**config.mk**
```make
export PLATFORM = sky130hd
export DESIGN_NAME = ex_mcycle_ctrl
export DESIGN_NICKNAME = d
export VERILOG_FILES = /design/src/rtl/ex_mcycle_ctrl_pkg.sv /design/src/rtl/ex_mcycle_ctrl.sv
export SDC_FILE = /design/constraint.sdc
export NUM_CORES = 1
export LEC_CHECK = 0
export ABC_AREA = 0
export BUFFER_PORTS_ARGS = -buffer_cell sky130_fd_sc_hd__buf_2
export CAP_MARGIN = 20
export CORE_AREA = 8 8 206 208
export CTS_CLUSTER_SIZE = 25
export DETAILED_ROUTE_END_ITERATION = 8
export DIE_AREA = 0 0 214 216
export PLACE_DENSITY = 0.63
export SYNTH_ARGS = -nofsm -noshare
export SYNTH_HDL_FRONTEND = slang
export SYNTH_SLANG_ARGS = --single-unit
export TNS_END_PERCENT = 5
```
**constraint.sdc**
```tcl
create_clock -name clk -period 15.6 [get_ports clk]
set_clock_uncertainty 0.1 [all_clocks]
set_input_delay 1.56 -clock clk [delete_from_list [all_inputs] [get_ports clk]]
set_output_delay 1.56 -clock clk [all_outputs]
set_load 0.03 [all_outputs]
```
**src/rtl/ex_mcycle_ctrl_pkg.sv**
```systemverilog
// Shared opcodes, state encoding and decode helpers
// for the EX-stage multi-cycle sequencer.
package ex_mcycle_ctrl_pkg;

  localparam logic [7:0] EXE_NOP_OP   = 8'b00000000;
  localparam logic [7:0] EXE_MADD_OP  = 8'b10100110;
  localparam logic [7:0] EXE_MADDU_OP = 8'b10101000;
  localparam logic [7:0] EXE_MSUB_OP  = 8'b10101010;
  localparam logic [7:0] EXE_MSUBU_OP = 8'b10101011;
  localparam logic [7:0] EXE_DIV_OP   = 8'b00011010;
  localparam logic [7:0] EXE_DIVU_OP  = 8'b00011011;

  localparam logic STOP    = 1'b1;
  localparam logic NO_STOP = 1'b0;

  localparam int EX_STALL_BIT = 3;

  typedef enum logic [1:0] {
    IDLE     = 2'b00,
    MACC2    = 2'b01,
    DIV_WAIT = 2'b10,
    DIV_DONE = 2'b11
  } mc_state_e;

  function automatic logic is_madd(
    input logic [7:0] op
  );
    return (op == EXE_MADD_OP) ||
           (op == EXE_MADDU_OP);
  endfunction

  function automatic logic is_msub(
    input logic [7:0] op
  );
    return (op == EXE_MSUB_OP) ||
           (op == EXE_MSUBU_OP);
  endfunction

  function automatic logic is_div(
    input logic [7:0] op
  );
    return (op == EXE_DIV_OP) ||
           (op == EXE_DIVU_OP);
  endfunction

endpackage

```
**src/rtl/ex_mcycle_ctrl.sv**
```systemverilog
// Multi-cycle EX sequencer: two-pass MADD/MSUB and divider handshake.
// Ports: stall/flush from ctrl, EX operands in; stallreq, {HI,LO}, divider ctl out.
module ex_mcycle_ctrl
  import ex_mcycle_ctrl_pkg::*;
#(
  parameter int DIV_W = 32
) (
  input  logic             clk,
  input  logic             rst,
  input  logic [5:0]       stall,
  input  logic             flush_i,
  input  logic [7:0]       aluop_i,
  input  logic [2*DIV_W-1:0] mul_result_i,
  input  logic [2*DIV_W-1:0] hilo_i,
  input  logic [DIV_W-1:0] op1_i,
  input  logic [DIV_W-1:0] op2_i,
  input  logic [2*DIV_W-1:0] div_result_i,
  input  logic             div_ready_i,
  output logic             stallreq_o,
  output logic [2*DIV_W-1:0] res_o,
  output logic             res_valid_o,
  output logic             div_start_o,
  output logic             div_annul_o,
  output logic             div_signed_o,
  output logic [DIV_W-1:0] div_op1_o,
  output logic [DIV_W-1:0] div_op2_o
);

  localparam int RW = 2 * DIV_W;

  mc_state_e state, state_n;

  logic [RW-1:0] temp;
  logic [RW-1:0] res_q;
  logic          stall_req;
  logic          ld_macc;
  logic          ld_div;
  logic          ld_res;
  logic          clr_start;
  logic          ex_held;
  logic          unused_stall;

  assign ex_held      = stall[EX_STALL_BIT];
  assign unused_stall = ^{stall[5:4], stall[2:0]};

  // Request is masked during reset so every output reads 0
  // even if a multi-cycle op is sitting on aluop_i.
  assign stallreq_o = stall_req & ~rst;

  always_ff @(posedge clk or posedge rst) begin
    if (rst) state <= IDLE;
    else     state <= state_n;
  end

  always_comb begin
    state_n     = state;
    stall_req   = NO_STOP;
    res_o       = '0;
    res_valid_o = 1'b0;
    div_annul_o = 1'b0;
    ld_macc     = 1'b0;
    ld_div      = 1'b0;
    ld_res      = 1'b0;
    clr_start   = 1'b0;
    if (flush_i) begin
      state_n     = IDLE;
      clr_start   = 1'b1;
      div_annul_o = (state == DIV_WAIT);
    end else begin
      unique case (state)
        IDLE: begin
          if (is_madd(aluop_i) ||
              is_msub(aluop_i)) begin
            stall_req = STOP;
            ld_macc   = 1'b1;
            state_n   = MACC2;
          end else if (is_div(aluop_i)) begin
            stall_req = STOP;
            ld_div    = 1'b1;
            state_n   = DIV_WAIT;
          end
        end
        MACC2: begin
          res_o       = temp + hilo_i;
          res_valid_o = 1'b1;
          if (!ex_held) state_n = IDLE;
        end
        DIV_WAIT: begin
          stall_req = STOP;
          if (div_ready_i) begin
            ld_res    = 1'b1;
            clr_start = 1'b1;
            state_n   = DIV_DONE;
          end
        end
        DIV_DONE: begin
          res_o       = res_q;
          res_valid_o = 1'b1;
          if (!ex_held) state_n = IDLE;
        end
        default: state_n = IDLE;
      endcase
    end
  end

  always_ff @(posedge clk or posedge rst) begin
    if (rst) begin
      temp         <= '0;
      res_q        <= '0;
      div_start_o  <= 1'b0;
      div_signed_o <= 1'b0;
      div_op1_o    <= '0;
      div_op2_o    <= '0;
    end else begin
      // MSUB stores the negated product so pass 2 is a plain add.
      if (ld_macc) begin
        if (is_msub(aluop_i))
          temp <= ~mul_result_i + RW'(1);
        else
          temp <= mul_result_i;
      end
      if (ld_div) begin
        div_op1_o    <= op1_i;
        div_op2_o    <= op2_i;
        div_signed_o <= (aluop_i == EXE_DIV_OP);
        div_start_o  <= 1'b1;
      end
      if (ld_res) res_q <= div_result_i;
      if (clr_start) div_start_o <= 1'b0;
    end
  end

endmodule

```
== Word level (Yosys, flattened, before mapping) ==
Cells that the tools add are included.
Storage, ports and cells
  output and inout bits: 133
  input port bits: 274
  memory bits (writable): 0
  flip-flop bits (word level): 196
  memories: 0
  logic and storage cells: 60
  bits in read-only memories: 0
  latch bits: 0
Cells by class
  multipliers: 0
  reduce and logical (&&, ||, !) cells: 8
  add/subtract/negate cells: 2
  equality and inequality tests: 12
  bitwise operators: 3
  order comparisons: 0
  mux-type cells: 28
  shifts and indexed selects: 0
  divide/modulo/power cells: 0
Operators with widths (number)
  $mux 64: 2
  $pmux 64 s2: 1
  $add 64x1->64 const B: 1
  $add 64x64->64: 1
  $not 64->64: 1
  $eq 8x8->1 const B: 4
  $mux 1: 18
  $eq 8x5->1 const B: 2
  $mux 2: 5
  $pmux 2 s3: 1
  $eq 2x2->1 const B: 2
  $logic_or 1x1->1: 4
  $ne 4x4->1 const B: 1
  $ne 3x2->1 const B: 1
  $ne 3x3->1 const B: 1
  $reduce_and 3->1: 1
  $eq 2x1->1 const B: 1
  $logic_not 2->1: 1
  $pmux 1 s2: 1
  $reduce_bool 2->1: 1
  $reduce_or 2->1: 1
  $and 1x1->1: 1
  $not 1->1: 1

== Longest topological paths before layout ==
Gate-level depths: netlist of the first run.
  word-level depth: 8
  depth in mapped cells: 13
  gate-level depth less buffers: 13

== Worst setup path after synthesis of the first run ==
No wires, ideal clock.
  kind: input port to output port
  from: input hilo_i[0]
  to: output res_o[60]
  path buffers: 0
  data required time: 13.940 ns
  slack: 9.134 ns
  arrival time: 4.806 ns
  cell stages on the path: 13
  cells stage by stage: ha_1 > inv_1 > fa_1 > nor2b_1 > o2111ai_1 > a21bo_2 > a21oi_1 > a41oi_1 > or3_1 > a211oi_1 > a31oi_1 > xor2_1 > o21ai_0
Between the ends
  word-level cells in the longest chain between the ends: 3
RTL lines
  start: declaration: RTL line ex_mcycle_ctrl.sv:14  | input logic [2*DIV_W-1:0] hilo_i,
  $add 64x64->64: RTL line ex_mcycle_ctrl.sv:84  | res_o = temp + hilo_i;
  $pmux 64 s2: RTL line ex_mcycle_ctrl.sv:70  | unique case (state)
  $mux 64: RTL line ex_mcycle_ctrl.sv:65  | if (flush_i) begin
  end: declaration: RTL line ex_mcycle_ctrl.sv:20  | output logic [2*DIV_W-1:0] res_o,
Every way passes these cells.

== Worst setup path in the final report of the first run ==
Ends and elaborated chain as after synthesis.

==> results of run 1 <==
[layer usage]
metal / up-vias / GRT usage (%)
met3: 80 / 6.64
met2: 414 / 30.5
li1: 5883 / -
met1: 5765 / 24.8
met5: - / 0
met4: 18 / 7.39
[worst register-to-register path, cell delays in order, from the launching register on]
cell	delay [ns]
dfrtp_2	0.56
buf_4	0.41
nor3_1	0.73
and3_4	0.71
buf_4	0.62
mux2_2	0.44
[stage by stage]
stage | worst slack, ns | std cells
CTS | 8.79 | 2336
global route | 8.52 | 2343
floorplan | 8.60 | 1445
detailed placement | 8.80 | 2304
global placement | 8.82 | 2304
finish | 8.70 | 2346
[flip-flops by register name, indices dropped and copies added (netlist names)]
name	count
res_q	64
temp	64
div_op1_o	32
div_op2_o	32
state	2
div_signed_o	1
div_start_o	1
[worst paths after layout]
check,slack [ns],endpoint,cells past startpoint
worst max-delay path,8.70,res_o[60],15
worst min-delay path,0.40,div_signed_o,2
worst max register to register,11.92,temp[0],5
worst min register to register,0.40,div_signed_o,2
max in group asynchronous,12.68,div_op2_o[21],3
min in group asynchronous,1.16,res_q[38],2
[layout make-up]
cell class	instances	area (sq um)
antenna	10	25.0
clock buffer	20	447
clock inverter	12	120
fill	3935	23100
inverter	31	124
multi-input combinational	1143	7780
sequential	196	4910
tap	525	657
timing repair buffer	409	2070
[kinds of logic after synthesis]
group,synth area share [%]
AND/OR/NAND/NOR,15.4
AO/OA/AOI/OAI,17.7
flip-flops,37.5
multiplexers,12.0
XOR/XNOR,7.97
buffers and inverters,3.08
adder cells (fa/ha/maj),6.28
[placed cells by master (no fill, tap or decap), types with 13 or more instances in the layout]
master / n
xor2_1: 51
nand2_1: 80
inv_1: 29
nor2b_1: 13
dfrtp_1: 195
a21o_1: 35
a21oi_1: 202
xnor2_1: 68
nor2_1: 197
nand4_1: 23
o21ai_0: 63
buf_2: 401
nor3_1: 23
nand3_1: 22
ha_1: 64
clkbuf_16: 17
mux2_2: 130
[report_power, final]
part	switching (mW)	internal, mW
logic	0.441	0.285
registers	0.0439	0.579
clock network	0.219	0.228
total	0.704	1.09
==> metrics.txt, run 1 <==
Pleak 8.13 nW; slew margin rel. 31.2%; Commonest cells post-synth a21oi_1, nor2_1, dfrtp_1; final WL 46400 um; Die H 216 um; largest cells by area after synthesis dfrtp_1, mux2_2, a21oi_1, ha_1, nor2_1; dpl cell area 15500 sq um; DR WL/cell 19.8 um; Die Wd 214 um; Worst-path clk slew 0.07 ns; register area share after synthesis 37.5%; standard-cell row count 73; core box area 39200 sq um; synth warn 0; Clock Path Buffers 2; cell mode on critical path buf_2; Worst setup EP type output port; # DRC 0; WS Path Type in2out; DR vias 12200; Cell variety after synth 68; Synth-to-Final Area Change 23.3%; initial antenna violation count 24; Critical Path AT 5.24 ns; setup bufs post-CTS 0; hold_sp div_signed_o; Met2 Routed Length 21200 um; # setup viols final 0; post-synth top area share 37.5%; worst hold slack 0.396 ns; DRT met1 WL 20400 um; worst reg2reg startpoint state[1]; top sig layer met5; Critical Path Max Stage Delay 0.51 ns; ys flop type dfrtp_1; CP Launch Point hilo_i[0]; Mapped Area 13100 sq um; number of global-route vias before repair 12400; Crit Path Max Fanout 5; Post-Synthesis Cells 1445; drt initial violations 806; Final Util 41.2%; Mapped Nets 1784; global-route wire length before repair 71100 um; asr flop ratio synth 100%; Post-DP HPWL 37100 um; post-route ant nets 0; Post-synth EDFFs 0; CP delay by family, top compound AO/OA/AOI/OAI gates; Least-Margin Pin Slew 1.01 ns; RSZ-0062 raised after global routing no; hold_buf cts 0; RePlAce Congestion 0.908; grt total ovfl 0; Hold WC Path Type reg2reg; clk sinks 196; Worst VDD drop 0.000110 V; met3 wire len 3420 um; overall power 1.79 mW; layout cell share with drive strength beyond 1 32.6%; dominant cell type by area after synthesis dfrtp_1; Worst setup SP type primary input; Nets 2137; total buffers and inverters traversed by the critical path 3; most frequent cell after synthesis a21oi_1; Final min period 6.90 ns; Root Buffer clkbuf_16; TritonCTS Buffers 17; max-cap violations 0; Synth Area per Inst 9.05 sq um; total negative slack 0 ns; status finished clean; slowest CP cell or3_1; largest net degree at the start of global routing 127; Total Routing Usage GR 19.6%; CTS resizes 0; DR pass1 iterations 5; critical path, cell by cell buf_2, ha_1, inv_1, fa_1, nor2b_1, o2111ai_1, a21bo_2, a21oi_1, a41oi_1, or3_1, a211oi_1, a31oi_1, xor2_1, o21ai_0, buf_2; I/O Pins 407; Die Footprint 46200 sq um; Max H-tree Level 4; Final Hold Vio Count 0; CTS tree built; final slew viol count 0; final instance area 16100 sq um; PortBufs 401; DR vias/cell 5.18; power per standard cell area 111 nW/um^2; Final Cycle Share 44.2%; FMAX 145 MHz; #FFs+latches synth 196; CP required 13.94 ns; initial core utilization 33.4%; Clock Latency Late Sink 0.49 ns
Note: power is estimated with default switching activity, not from simulation.
==> inputs of run 2 (changes only) <==
==> constraint.sdc (replaced) <==
create_clock -name clk -period 7.14 [get_ports clk]
set_clock_uncertainty 0.1 [all_clocks]
set_input_delay 0.714 -clock clk [delete_from_list [all_inputs] [get_ports clk]]
set_output_delay 0.714 -clock clk [all_outputs]
set_load 0.03 [all_outputs]
==> run 2 against run 1 <==
Total power rose by 120%. Non-clock buffer count unchanged. Combinational power rose by 120%. Sequential share of layout area barely moved. Critical path depth decreased by 1. Worst hold slack lost 0.078 ns. Final area hardly changed. Cell count decreased by 0.13%.
==> metrics.txt, run 2 (same netlist as run 1, synthesis figures left out) <==
status finished clean (unchanged); CTS tree built (unchanged); CTS resizes 0 (unchanged); RePlAce Congestion 0.896 (was 0.908); initial antenna violation count 23 (was 24); post-route ant nets 0 (unchanged); TritonCTS Buffers 17 (unchanged); Non-Filler Instances 2343 (was 2346); CP required 6.33 ns (was 13.94 ns); fillers 3951 (was 3935); Die Footprint 46200 sq um (unchanged); Root Buffer clkbuf_16 (unchanged); number of global-route vias before repair 12400 (about the same); DR WL/cell 19.6 um (was 19.8 um); FMAX 191 MHz; Least-Margin Pin Slew 0.974 ns (was 1.01 ns); area occupied by registers 4910 sq um (unchanged); # DRC 0 (unchanged); PortBufs 401 (unchanged); Clock Path Buffers 2 (unchanged); DR vias/cell 5.18 (about the same); Pleak 8.14 nW (was 8.13 nW); placed cell count 2304 (unchanged); Die H 216 um (unchanged); Total Routing Usage GR 19.4% (was 19.6%); I/O Pins 407 (unchanged); total negative slack 0 ns (unchanged); largest net degree at the start of global routing 129 (was 127); Final min period 5.24 ns; Crit Path Max Fanout 5 (unchanged); core box area 39200 sq um (unchanged); Post-DP HPWL 37400 um (was 37100 um); Worst VDD drop 0.000180 V (was 0.000110 V); DR pass1 iterations 5 (unchanged); drt initial violations 742 (was 806); flop-to-flop setup slack 3.89 ns (was 11.92 ns); Worst-path clk slew 0.07 ns (about the same); most frequent cells in the layout buf_2, a21oi_1, nor2_1 (unchanged); slew margin rel. 35.1% (was 31.2%); Worst setup SP type flip-flop (was primary input); Die Wd 214 um (unchanged); Max H-tree Level 4 (unchanged); Synth-to-Final Area Change 23.4% (was 23.3%); area occupied by multi-input gates 7780 sq um (unchanged); most common cell after layout, fill and taps aside buf_2 (unchanged); final WL 45800 um (was 46400 um); Final Hold Vio Count 0 (unchanged); Clock Latency Late Sink 0.48 ns (was 0.49 ns); final slew viol count 0 (unchanged); largest registers res_q x64, temp x64 (unchanged); clk sinks 196 (unchanged); setup bufs post-CTS 0 (unchanged); Critical Path AT 4.42 ns (was 5.24 ns); Final Cycle Share 73.4%; standard-cell row count 73 (unchanged); Nets 2137 (unchanged); DR vias 12100 (was 12200); # setup viols final 0 (unchanged); Final Util 41.2% (about the same); grt total ovfl 0 (unchanged); initial core utilization 33.4% (unchanged); hold_buf cts 0 (unchanged); layout cell share with drive strength beyond 1 32.6% (unchanged); WS Path Type reg2out (was in2out); max-cap violations 0 (unchanged); Hold WC Path Type in2async (was reg2reg); RSZ-0062 raised after global routing no (unchanged); Worst setup EP type output port (unchanged); global-route wire length before repair 70600 um (was 71100 um); power per standard cell area 242 nW/um^2 (was 111 nW/um^2)
## run 2: cell types whose count changed in the layout (fill, tap and decap cells not counted), sizes merged
cell / before / now
diode: 10 / 7
clkbuf: 20 / 21
clkinv: 3 / 2
## run 2: worst paths after layout
path,from,end,depth (start not counted)
max in group asynchronous,rst,div_op1_o[0],3
max,temp[0],res_o[60],14
max reg2reg,state[1],temp[0],4
min reg2reg,div_signed_o,div_signed_o,2
min,rst,res_q[28],2
min in group clk,div_result_i[61],res_q[61],2
## run 2: report_power, final
group	switching (mW)	total (mW)	internal (mW)	leakage, nW
Sequential	0.0957	1.36	1.27	2.61
Combinational	0.947	1.57	0.621	5.25
Clock	0.460	0.968	0.509	0.282
## run 2: through the flow
| stage | worst slack, ns | hold slack, ns | area [sq um] | total power [mW] |
|---|---|---|---|---|
| finish | 1.90 | 0.317 | 16100 | 3.90 |
| global route | 1.56 | 0.330 | 16100 | 4.17 |
| CTS | 1.90 | 0.310 | 16100 | 3.94 |
| detailed placement | 2.04 | 0.369 | 15500 | 2.94 |
| global placement | 2.07 | 0.361 | 15500 | 2.92 |
| floorplan | 0.985 | 0.372 | 13100 | 2.45 |
## run 2: worst max-delay path, cell delays in order, from the launching register on
cell and delay, ns:
dfrtp_1 0.40, ha_1 0.22, inv_1 0.07, fa_1 0.37
nor2b_1 0.24, o2111ai_1 0.22, a21bo_2 0.29, a21oi_1 0.41
a41oi_1 0.22, or3_1 0.50, a211oi_1 0.32, a31oi_1 0.14
xor2_1 0.16, o21ai_0 0.14, buf_2 0.23
## run 2: layer usage
metal	wire length (um)	part of all wire, %	vias up	track usage (%)
met2	21000	46	422	30.6
li1	-	-	5892	-
met1	20300	44	5729	24.6
met4	1070	2.3	20	7.78
met3	3280	7.2	68	5.66
met5	123	0.27	-	0
## run 2: area by class of cell
cell class	instances	area share, %
diodes	7	0.109
clock buffers	21	2.85
clock inverters	11	0.729
inverters	31	0.768
multi-input cells	1143	48.3
flip-flops and latches	196	30.4
well taps	525	4.07
repair buffers	409	12.8
